==> config.mk <==
export PLATFORM = sky130hd
export DESIGN_NAME = ysyx_22041461_lsu
export DESIGN_NICKNAME = d
export VERILOG_FILES = /design/src/rtl/ysyx_22041461_pkg.sv /design/src/rtl/ysyx_22041461_load_align.sv /design/src/rtl/ysyx_22041461_lsu.sv
export SDC_FILE = /design/constraint.sdc
export NUM_CORES = 1
export LEC_CHECK = 0
export ABC_AREA = 1
export CORE_MARGIN = 2
export CORE_UTILIZATION = 24
export CTS_CLUSTER_DIAMETER = 30
export DETAILED_ROUTE_END_ITERATION = 7
export SYNTH_ARGS = -nofsm -noshare
export SYNTH_HDL_FRONTEND = slang
export SYNTH_SLANG_ARGS = --single-unit
==> constraint.sdc <==
create_clock -name clk -period 4.01 [get_ports clk]
set_input_delay 0.401 -clock clk [delete_from_list [all_inputs] [get_ports clk]]
set_output_delay 0.401 -clock clk [all_outputs]
set_load 0.02 [all_outputs]
==> src/rtl/ysyx_22041461_pkg.sv <==
// rtl/ysyx_22041461_pkg.sv - shared LSU state encoding, funct3 constants and byte-mask helper
package ysyx_22041461_pkg;

  typedef enum logic [1:0] {
    IDLE = 2'd0,
    REQ  = 2'd1,
    RESP = 2'd2
  } lsu_state_t;

  localparam logic [2:0] F3_LB  = 3'b000;
  localparam logic [2:0] F3_LH  = 3'b001;
  localparam logic [2:0] F3_LW  = 3'b010;
  localparam logic [2:0] F3_LD  = 3'b011;
  localparam logic [2:0] F3_LBU = 3'b100;
  localparam logic [2:0] F3_LHU = 3'b101;
  localparam logic [2:0] F3_LWU = 3'b110;

  // 111 and a 011 store both fall through to the double-word mask
  function automatic logic [7:0] base_mask(input logic [2:0] funct3);
    logic [7:0] m;
    case (funct3)
      F3_LB, F3_LBU: m = 8'h01;
      F3_LH, F3_LHU: m = 8'h03;
      F3_LW, F3_LWU: m = 8'h0F;
      F3_LD:         m = 8'hFF;
      default:       m = 8'hFF;
    endcase
    return m;
  endfunction

endpackage

==> src/rtl/ysyx_22041461_load_align.sv <==
// rtl/ysyx_22041461_load_align.sv - shifts the cache word down by the byte offset and sign/zero-extends
module ysyx_22041461_load_align
  import ysyx_22041461_pkg::*;
(
  input  logic [63:0] rdata,
  input  logic [2:0]  offset,
  input  logic [2:0]  funct3,
  output logic [63:0] data
);

  logic [63:0] sh;

  always_comb begin
    sh = rdata >> {offset, 3'b000};
    case (funct3)
      F3_LB:   data = {{56{sh[7]}},  sh[7:0]};
      F3_LH:   data = {{48{sh[15]}}, sh[15:0]};
      F3_LW:   data = {{32{sh[31]}}, sh[31:0]};
      F3_LBU:  data = {56'd0, sh[7:0]};
      F3_LHU:  data = {48'd0, sh[15:0]};
      F3_LWU:  data = {32'd0, sh[31:0]};
      default: data = sh;
    endcase
  end

endmodule

==> src/rtl/ysyx_22041461_lsu.sv <==
// rtl/ysyx_22041461_lsu.sv - one-op-at-a-time load/store unit between execute and the data cache
module ysyx_22041461_lsu
  import ysyx_22041461_pkg::*;
(
  input  logic        clk,
  input  logic        rst,
  input  logic        in_valid,
  output logic        in_ready,
  input  logic        in_is_load,
  input  logic        in_is_store,
  input  logic [2:0]  in_funct3,
  input  logic [63:0] in_addr,
  input  logic [63:0] in_wdata,
  input  logic [4:0]  in_rd,
  output logic        out_valid,
  input  logic        out_ready,
  output logic [63:0] out_data,
  output logic [4:0]  out_rd,
  output logic        out_misalign,
  output logic        DCACHE_valid,
  output logic [63:0] DCACHE_addr,
  output logic [63:0] DCACHE_wdata,
  output logic [7:0]  DCACHE_mask,
  output logic        DCACHE_wen,
  input  logic        DCACHE_valid_out,
  input  logic [63:0] DCACHE_rdata
);

  lsu_state_t state;
  logic [2:0] cap_funct3;
  logic [2:0] cap_offset;
  logic       cap_is_load;

  logic       is_load;
  logic       is_store;
  logic       is_mem;
  logic [2:0] offset;
  logic [3:0] size_bytes;
  logic       misalign;
  logic [63:0] load_data;

  // both kind bits set is treated as a load
  assign is_load    = in_is_load;
  assign is_store   = in_is_store & ~in_is_load;
  assign is_mem     = is_load | is_store;
  assign offset     = in_addr[2:0];
  assign size_bytes = 4'd1 << in_funct3[1:0];
  assign misalign   = is_mem && (({1'b0, offset} + size_bytes) > 4'd8);
  assign in_ready   = (state == IDLE);

  ysyx_22041461_load_align u_align (
    .rdata  (DCACHE_rdata),
    .offset (cap_offset),
    .funct3 (cap_funct3),
    .data   (load_data)
  );

  always_ff @(posedge clk) begin
    if (rst) begin
      state        <= IDLE;
      cap_funct3   <= 3'd0;
      cap_offset   <= 3'd0;
      cap_is_load  <= 1'b0;
      out_valid    <= 1'b0;
      out_data     <= 64'd0;
      out_rd       <= 5'd0;
      out_misalign <= 1'b0;
      DCACHE_valid <= 1'b0;
      DCACHE_addr  <= 64'd0;
      DCACHE_wdata <= 64'd0;
      DCACHE_mask  <= 8'd0;
      DCACHE_wen   <= 1'b0;
    end else begin
      case (state)
        IDLE: begin
          if (in_valid) begin
            cap_funct3   <= in_funct3;
            cap_offset   <= offset;
            cap_is_load  <= is_load;
            out_rd       <= in_rd;
            out_data     <= 64'd0;
            out_misalign <= misalign;
            if (!is_mem || misalign) begin
              state     <= RESP;
              out_valid <= 1'b1;
            end else begin
              state        <= REQ;
              DCACHE_valid <= 1'b1;
              DCACHE_addr  <= {in_addr[63:3], 3'b000};
              DCACHE_wdata <= in_wdata << {offset, 3'b000};
              DCACHE_mask  <= base_mask(in_funct3) << offset;
              DCACHE_wen   <= is_store;
            end
          end
        end
        REQ: begin
          // dropping the request here keeps a held hit from completing twice
          if (DCACHE_valid_out) begin
            if (cap_is_load) out_data <= load_data;
            state        <= RESP;
            out_valid    <= 1'b1;
            DCACHE_valid <= 1'b0;
            DCACHE_addr  <= 64'd0;
            DCACHE_wdata <= 64'd0;
            DCACHE_mask  <= 8'd0;
            DCACHE_wen   <= 1'b0;
          end
        end
        RESP: begin
          if (out_ready) begin
            state     <= IDLE;
            out_valid <= 1'b0;
          end
        end
        default: state <= IDLE;
      endcase
    end
  end

endmodule

==> results.sh, run 1 <==
export IMPL_switching_share=0.329
export IMPL_yosysMostFrequentCell="nand2_1"
export IMPL_syn_cell_area_um2=11900
export IMPL_grt_max_degree=89
export IMPL_ios=417
export IMPL_hold_start="rst"
export IMPL_worstMarginPinSlew_ps=1090
export IMPL_io_buffers=413
export IMPL_area_growth_pct=57.3
export IMPL_yosys_warnings=0
export IMPL_drc=0
export IMPL_p_comb_frac=0.247
export IMPL_cts_root_buffer="clkbuf_16"
export IMPL_drive_gt1_frac=0.0665
export IMPL_synth_top_area_cell="dfxtp_1"
export IMPL_maxCapViolCount=0
export IMPL_status="complete, no violations"
export IMPL_rows=81
export IMPL_track_usage=0.214
export IMPL_hold_buffers=0
export IMPL_dr_pass1_iters=6
export IMPL_die_x_um=227
export IMPL_hold_viol=0
export IMPL_die_area_um2=51500
export IMPL_num_fill_cells=5161
export IMPL_initial_core_util=0.243
export IMPL_p_seq_frac=0.238
export IMPL_ir_worst_vdd_mv=0.434
export IMPL_drtIter0Drc=1565
export IMPL_cpPeakStageDelay_ps=750
export IMPL_cts_tree="built"
export IMPL_end_kind="flip-flop"
export IMPL_r2r_cells=9
export IMPL_path_cells="clkinv_1 > nand2_1 > nand3_1 > nand2_1 > nand2_1 > nand3_2 > nand2_1 > o21ai_0 > a21oi_1"
export IMPL_powerDensity_nw_per_um2=546
export IMPL_seq_area_frac_synth=0.361
export IMPL_whs_path_depth=2
export IMPL_p_clk_frac=0.515
export IMPL_synth_ff_type="dfxtp_1"
export IMPL_path_clk_slew_ps=40
export IMPL_r2r_start="cap_offset[0]"
export IMPL_synth_edff_count=0
export IMPL_dr_total_vias=15000
export IMPL_drtAntennaViolNets=0
export IMPL_maxSlewHeadroom=0.275
export IMPL_worstSkewPairLatency_ps=580
export IMPL_layout_min_cycle_time_ps=3380
export IMPL_grt_pass1_wl_um=84600
export IMPL_startpoint_type="flip-flop"
export IMPL_whs_endpoint="out_data[1]"
export IMPL_avgSynthCellArea_um2=6.17
export IMPL_cts_path_max_buffers=3
export IMPL_critPathKind="flip-flop to flip-flop"
export IMPL_rsz0062_at_grt="false"
export IMPL_vias_per_cell=5.00
export IMPL_layout_nets=2493
export IMPL_cts_sinks=215
export IMPL_setup_tns_final_ps=0
export IMPL_switchingPower_mw=3.37
export IMPL_cts_made_buffers=66
export IMPL_cts_setup_buffers=0
export IMPL_arrival_ps=3800
export IMPL_synth_seq_cells=215
export IMPL_grt_pass1_vias=14600
export IMPL_fin_crit_sh=0.844
export IMPL_rr_endpoint="out_data[43]"
export IMPL_setup_violations=0
export IMPL_htree_num_levels=3
export IMPL_maxSlewViolCount=0
export IMPL_reg2reg_slack_ps=630
export IMPL_power_leakage_nw=7.43
export IMPL_synth_top_area_share=0.361
export IMPL_p_int_mw=6.88
export IMPL_worstPathMaxFanout=37
export IMPL_ys_types=26
export IMPL_drt_wl_total_um=56800
export IMPL_skew_ps=17.6
export IMPL_syn_inst=1935
export IMPL_cp_common_cell="nand2_1"
export IMPL_cp_required_ps=4420
export IMPL_holdCritPathClass="primary input to flip-flop"
export IMPL_cts_resized=0
export IMPL_die_y_um=227
export IMPL_p_total_mw=10.2
export IMPL_wl_per_cell_um=19.0
export IMPL_synthArstFlopShare=0
export IMPL_synth_area_top_cells="dfxtp_1 (36%), nand2_1 (21%), nand3_1 (12%), a21oi_1 (12%), o21ai_0 (4.9%)"
export IMPL_overflow=0
export IMPL_globalplace_congestion=0.944
export IMPL_place_hpwl_um=41100
export IMPL_core_um2=49100
export IMPL_cp_slowest_cell="dfxtp_2"
export IMPL_max_freq_mhz=296
export IMPL_antenna_found_initial=5
export IMPL_synth_common_cells="nand2_1 (652), nand3_1 (297), a21oi_1 (275)"
## registers in the layout, indices dropped and copies added, names as in the netlist
signal,flops
DCACHE_valid,1
DCACHE_wen,1
DCACHE_mask,8
out_misalign,1
DCACHE_addr,61
out_rd,5
DCACHE_wdata,64
cap_is_load,1
state,2
cap_offset,3
cap_funct3,3
out_data,64
out_valid,1
## cells in the final DEF (no fill, tap or decap), drive strengths merged
cell / Yosys / layout
clkdlybuf4s50: 0 / 409
inv: 59 / 59
clkinvlp: 0 / 1
o22ai: 5 / 5
o211ai: 32 / 32
a21oi: 275 / 275
nand3: 299 / 299
nand4: 3 / 3
o21ai: 120 / 120
fa: 1 / 1
and2: 1 / 1
dfxtp: 215 / 215
conb: 1 / 3
clkbuf: 90 / 96
or2: 1 / 1
nand2: 652 / 652
nor4: 4 / 4
buf: 75 / 33
ha: 3 / 3
clkinv: 0 / 16
bufinv: 0 / 5
diode: 0 / 3
nor2: 96 / 96
nor3: 3 / 3
## metal layers
layer  vias up  track usage  part of all wire
li1       7165            -                 -
met1      6982        0.247              0.39
met2       714        0.365              0.48
met3       143       0.0665             0.099
met4         2       0.0879             0.038
met5         -            0           0.00023
## power groups by stage
stage / combinational (mW) / sequential [mW] / clock, mW
finish: 2.53 / 2.44 / 5.28
detailed placement: 2.51 / 2.47 / 0
global route: 2.76 / 2.46 / 5.48
floorplan: 1.31 / 2.61 / 0
CTS: 2.52 / 2.44 / 5.36
global placement: 2.51 / 2.46 / 0
## worst max-delay path: cells and delay by family, from the launching register on
kind	cells	cell delay, ps
buffers and inverters	1	440
AND/OR/NAND/NOR	6	1430
flip-flops	1	750
AO/OA/AOI/OAI	2	570
## stage by stage
step / util / hold slack, ps / area [um2] / worst slack (ps) / cells
floorplan: - / 477 / 11900 / 1710 / 1937
global placement: 0.335 / 449 / 16500 / 360 / 2878
detailed placement: 0.335 / 452 / 16500 / 225 / 2878
CTS: 0.383 / 329 / 18800 / 653 / 2996
global route: 0.383 / 335 / 18800 / 327 / 2996
finish: 0.383 / 306 / 18800 / 626 / 2999
## worst max path at each step
stage                       start         endpoint  slack (ps)  cells past startpoint
global placement     in_funct3[0]  DCACHE_addr[31]         360                     13
detailed placement   in_funct3[0]  DCACHE_addr[12]         220                     13
finish              cap_offset[0]     out_data[43]         630                      9
global route        cap_offset[0]     out_data[35]         330                      9
floorplan            in_funct3[0]   DCACHE_mask[5]        1710                     13
CTS                 cap_offset[0]     out_data[43]         650                      9
## area by class of cell
class,count,area (um2),share of cell area
multi-input cells,1498,6730,0.359
well taps,664,831,0.0442
inverters,59,223,0.0119
clock inverters,22,368,0.0196
diodes,3,7.51,0.000400
flip-flops and latches,215,4310,0.229
repair buffers,442,4360,0.232
clock buffers,96,1940,0.104
## cell families (layout without fill, tap and decap cells)
kind of cell | Yosys count | after routing | synth area share
flops | 215 | 215 | 0.361
simple gates | 1059 | 1059 | 0.368
other cells | 1 | 6 | 0.000314
buf+inv | 224 | 619 | 0.0777
compound gates | 432 | 432 | 0.189
fa+ha+maj | 4 | 4 | 0.00482
No activity file was read; power rests on OpenSTA's default activity.
==> inputs of run 2 (changes only) <==
Clock period 4.01 ns to 3.07 ns, I/O delays scaled along.
==> run 2 against run 1 <==
Die area is the same. Via count is 0.69% lower. Critical path depth increased by 6. Non-clock buffer count is 22 higher. Utilization up 0.57 points. Worst setup slack got worse by 9.3 ps. Clock skew up 8.4 ps. Flip-flop and latch count unchanged. Sequential share of layout area is 0.34 points lower. Clock power up 32%. Clock-buffer cell count fell by 6. Sequential power increased by 30%. Critical endpoint is now DCACHE_addr[21].
==> results.sh, run 2 (same netlist as run 1, synthesis figures left out) <==
export IMPL_status="complete, no violations"
export IMPL_htree_num_levels=3
export IMPL_path_clk_slew_ps=40
export IMPL_skew_ps=26.0
export IMPL_cp_common_cell="nand2_1"
export IMPL_cts_path_max_buffers=3
export IMPL_cts_resized=0
export IMPL_cts_setup_buffers=0
export IMPL_grt_pass1_wl_um=84800
export IMPL_startpoint_type="primary input"
export IMPL_cpPeakStageDelay_ps=510
export IMPL_crit_path_end="DCACHE_addr[21]"
export IMPL_crit_path_start="in_funct3[1]"
export IMPL_num_fill_cells=5211
export IMPL_worstMarginPinSlew_ps=832
export IMPL_io_buffers=413
export IMPL_drt_wl_total_um=57000
export IMPL_ir_worst_vdd_mv=0.438
export IMPL_setup_violations=0
export IMPL_initial_core_util=0.243
export IMPL_critPathKind="primary input to flip-flop"
export IMPL_setup_tns_final_ps=0
export IMPL_worstSkewPairLatency_ps=580
export IMPL_layout_nets=2516
export IMPL_rr_endpoint="out_data[48]"
export IMPL_globalplace_congestion=0.970
export IMPL_mostFrequentLayoutCells="nand2_1 (651), clkdlybuf4s50_1 (409), nand3_1 (297), a21oi_1 (275), dfxtp_1 (214)"
export IMPL_reg_top3="DCACHE_wdata x64, out_data x64, DCACHE_addr x61"
export IMPL_fin_crit_sh=0.799
export IMPL_core_um2=49100
export IMPL_drtIter0Drc=1526
export IMPL_dr_pass1_iters=5
export IMPL_die_x_um=227
export IMPL_grt_pass1_vias=14500
export IMPL_dpl_cell_area_um2=16700
export IMPL_drtAntennaViolNets=0
export IMPL_maxCapViolCount=0
export IMPL_cts_sinks=215
export IMPL_layout_commonest_cell="nand2_1"
export IMPL_cp_required_ps=3570
export IMPL_layout_min_cycle_time_ps=2450
export IMPL_ios=417
export IMPL_hold_buffers=0
export IMPL_drc=0
export IMPL_r2r_start="cap_offset[1]"
export IMPL_postLayoutCellArea_um2=19100
export IMPL_area_growth_pct=59.6
export IMPL_wl_per_cell_um=18.9
export IMPL_hold_viol=0
export IMPL_cp_slowest_cell="clkdlybuf4s50_1"
export IMPL_r2r_cells=9
export IMPL_antenna_found_initial=9
export IMPL_cts_root_buffer="clkbuf_16"
export IMPL_track_usage=0.215
export IMPL_reg2reg_slack_ps=720
export IMPL_overflow=0
export IMPL_powerDensity_nw_per_um2=713
export IMPL_die_area_um2=51500
export IMPL_cts_made_buffers=67
export IMPL_vias_per_cell=4.93
export IMPL_dr_total_vias=14900
export IMPL_arrival_ps=2960
export IMPL_worstPathMaxFanout=59
export IMPL_holdCritPathClass="primary input to flip-flop"
export IMPL_maxSlewHeadroom=0.443
export IMPL_rsz0062_at_grt="false"
export IMPL_power_leakage_nw=7.57
export IMPL_drive_gt1_frac=0.0760
export IMPL_max_freq_mhz=408
export IMPL_grt_max_degree=108
export IMPL_end_kind="flip-flop"
export IMPL_die_y_um=227
export IMPL_rows=81
export IMPL_maxSlewViolCount=0
export IMPL_place_hpwl_um=41500
export IMPL_path_cells="clkdlybuf4s50_1 > buf_4 > inv_1 > nor2_1 > ha_1 > a21oi_1 > nand2_1 > nand2_1 > nand3_1 > nand2_1 > nand2_1 > nand2_4 > buf_12 > nand2_1 > a21oi_1"
export IMPL_cts_tree="built"
==> run 2: how the worst min path moves through the flow <==
stage | start | endpoint | slack (ps) | cells past startpoint
after floorplan | in_is_load | cap_is_load | 440 | 2
after global placement | DCACHE_addr[51] | DCACHE_addr[51] | 450 | 2
after detailed placement | DCACHE_wdata[29] | DCACHE_wdata[29] | 450 | 2
after CTS | rst | out_data[8] | 80 | 2
after global routing | rst | out_data[2] | 100 | 2
final | rst | out_data[9] | 110 | 2
==> run 2: layer usage <==
metal	vias up	wire length, um	track usage
met3	125	5560	0.0803
met2	649	27500	0.370
met5	-	80	0
li1	7192	-	-
met1	6925	21800	0.239
met4	12	2090	0.0839
==> run 2: report_power, final <==
part	switching (mW)	total (mW)	internal, mW
sequential	0.140	3.16	3.02
combinational	2.20	3.44	1.24
clock	2.15	6.99	4.84
total	4.49	13.6	9.10
==> run 2: critical path: cells and delay by family <==
family,cells,cell delay (ps)
AOI/OAI and AO/OA,2,350
adders and majority gates,1,270
buffers and inverters,4,1040
and+or+nand+nor,8,940
==> run 2: per-stage QoR <==
stage / hold slack (ps) / power (mW) / std cells / utilization / setup WS [ps]
floorplan: 442 / 5.13 / 1937 / - / 865
global placement: 447 / 6.58 / 2900 / 0.340 / 69.4
detailed placement: 454 / 6.60 / 2900 / 0.340 / 12.6
CTS: 78.5 / 13.7 / 3019 / 0.388 / 642
global route: 104 / 14.2 / 3019 / 0.388 / 433
finish: 106 / 13.6 / 3021 / 0.389 / 617
==> run 2: cell type report <==
type	count	area (um2)	share of cell area
clock buffers	90	1880	0.0988
flip-flops and latches	215	4310	0.226
repair buffers	464	4600	0.242
diodes	2	5.00	0.000263
inverters	59	223	0.0117
multi-input cells	1498	6730	0.353
clock inverters	29	473	0.0248
well taps	664	831	0.0436
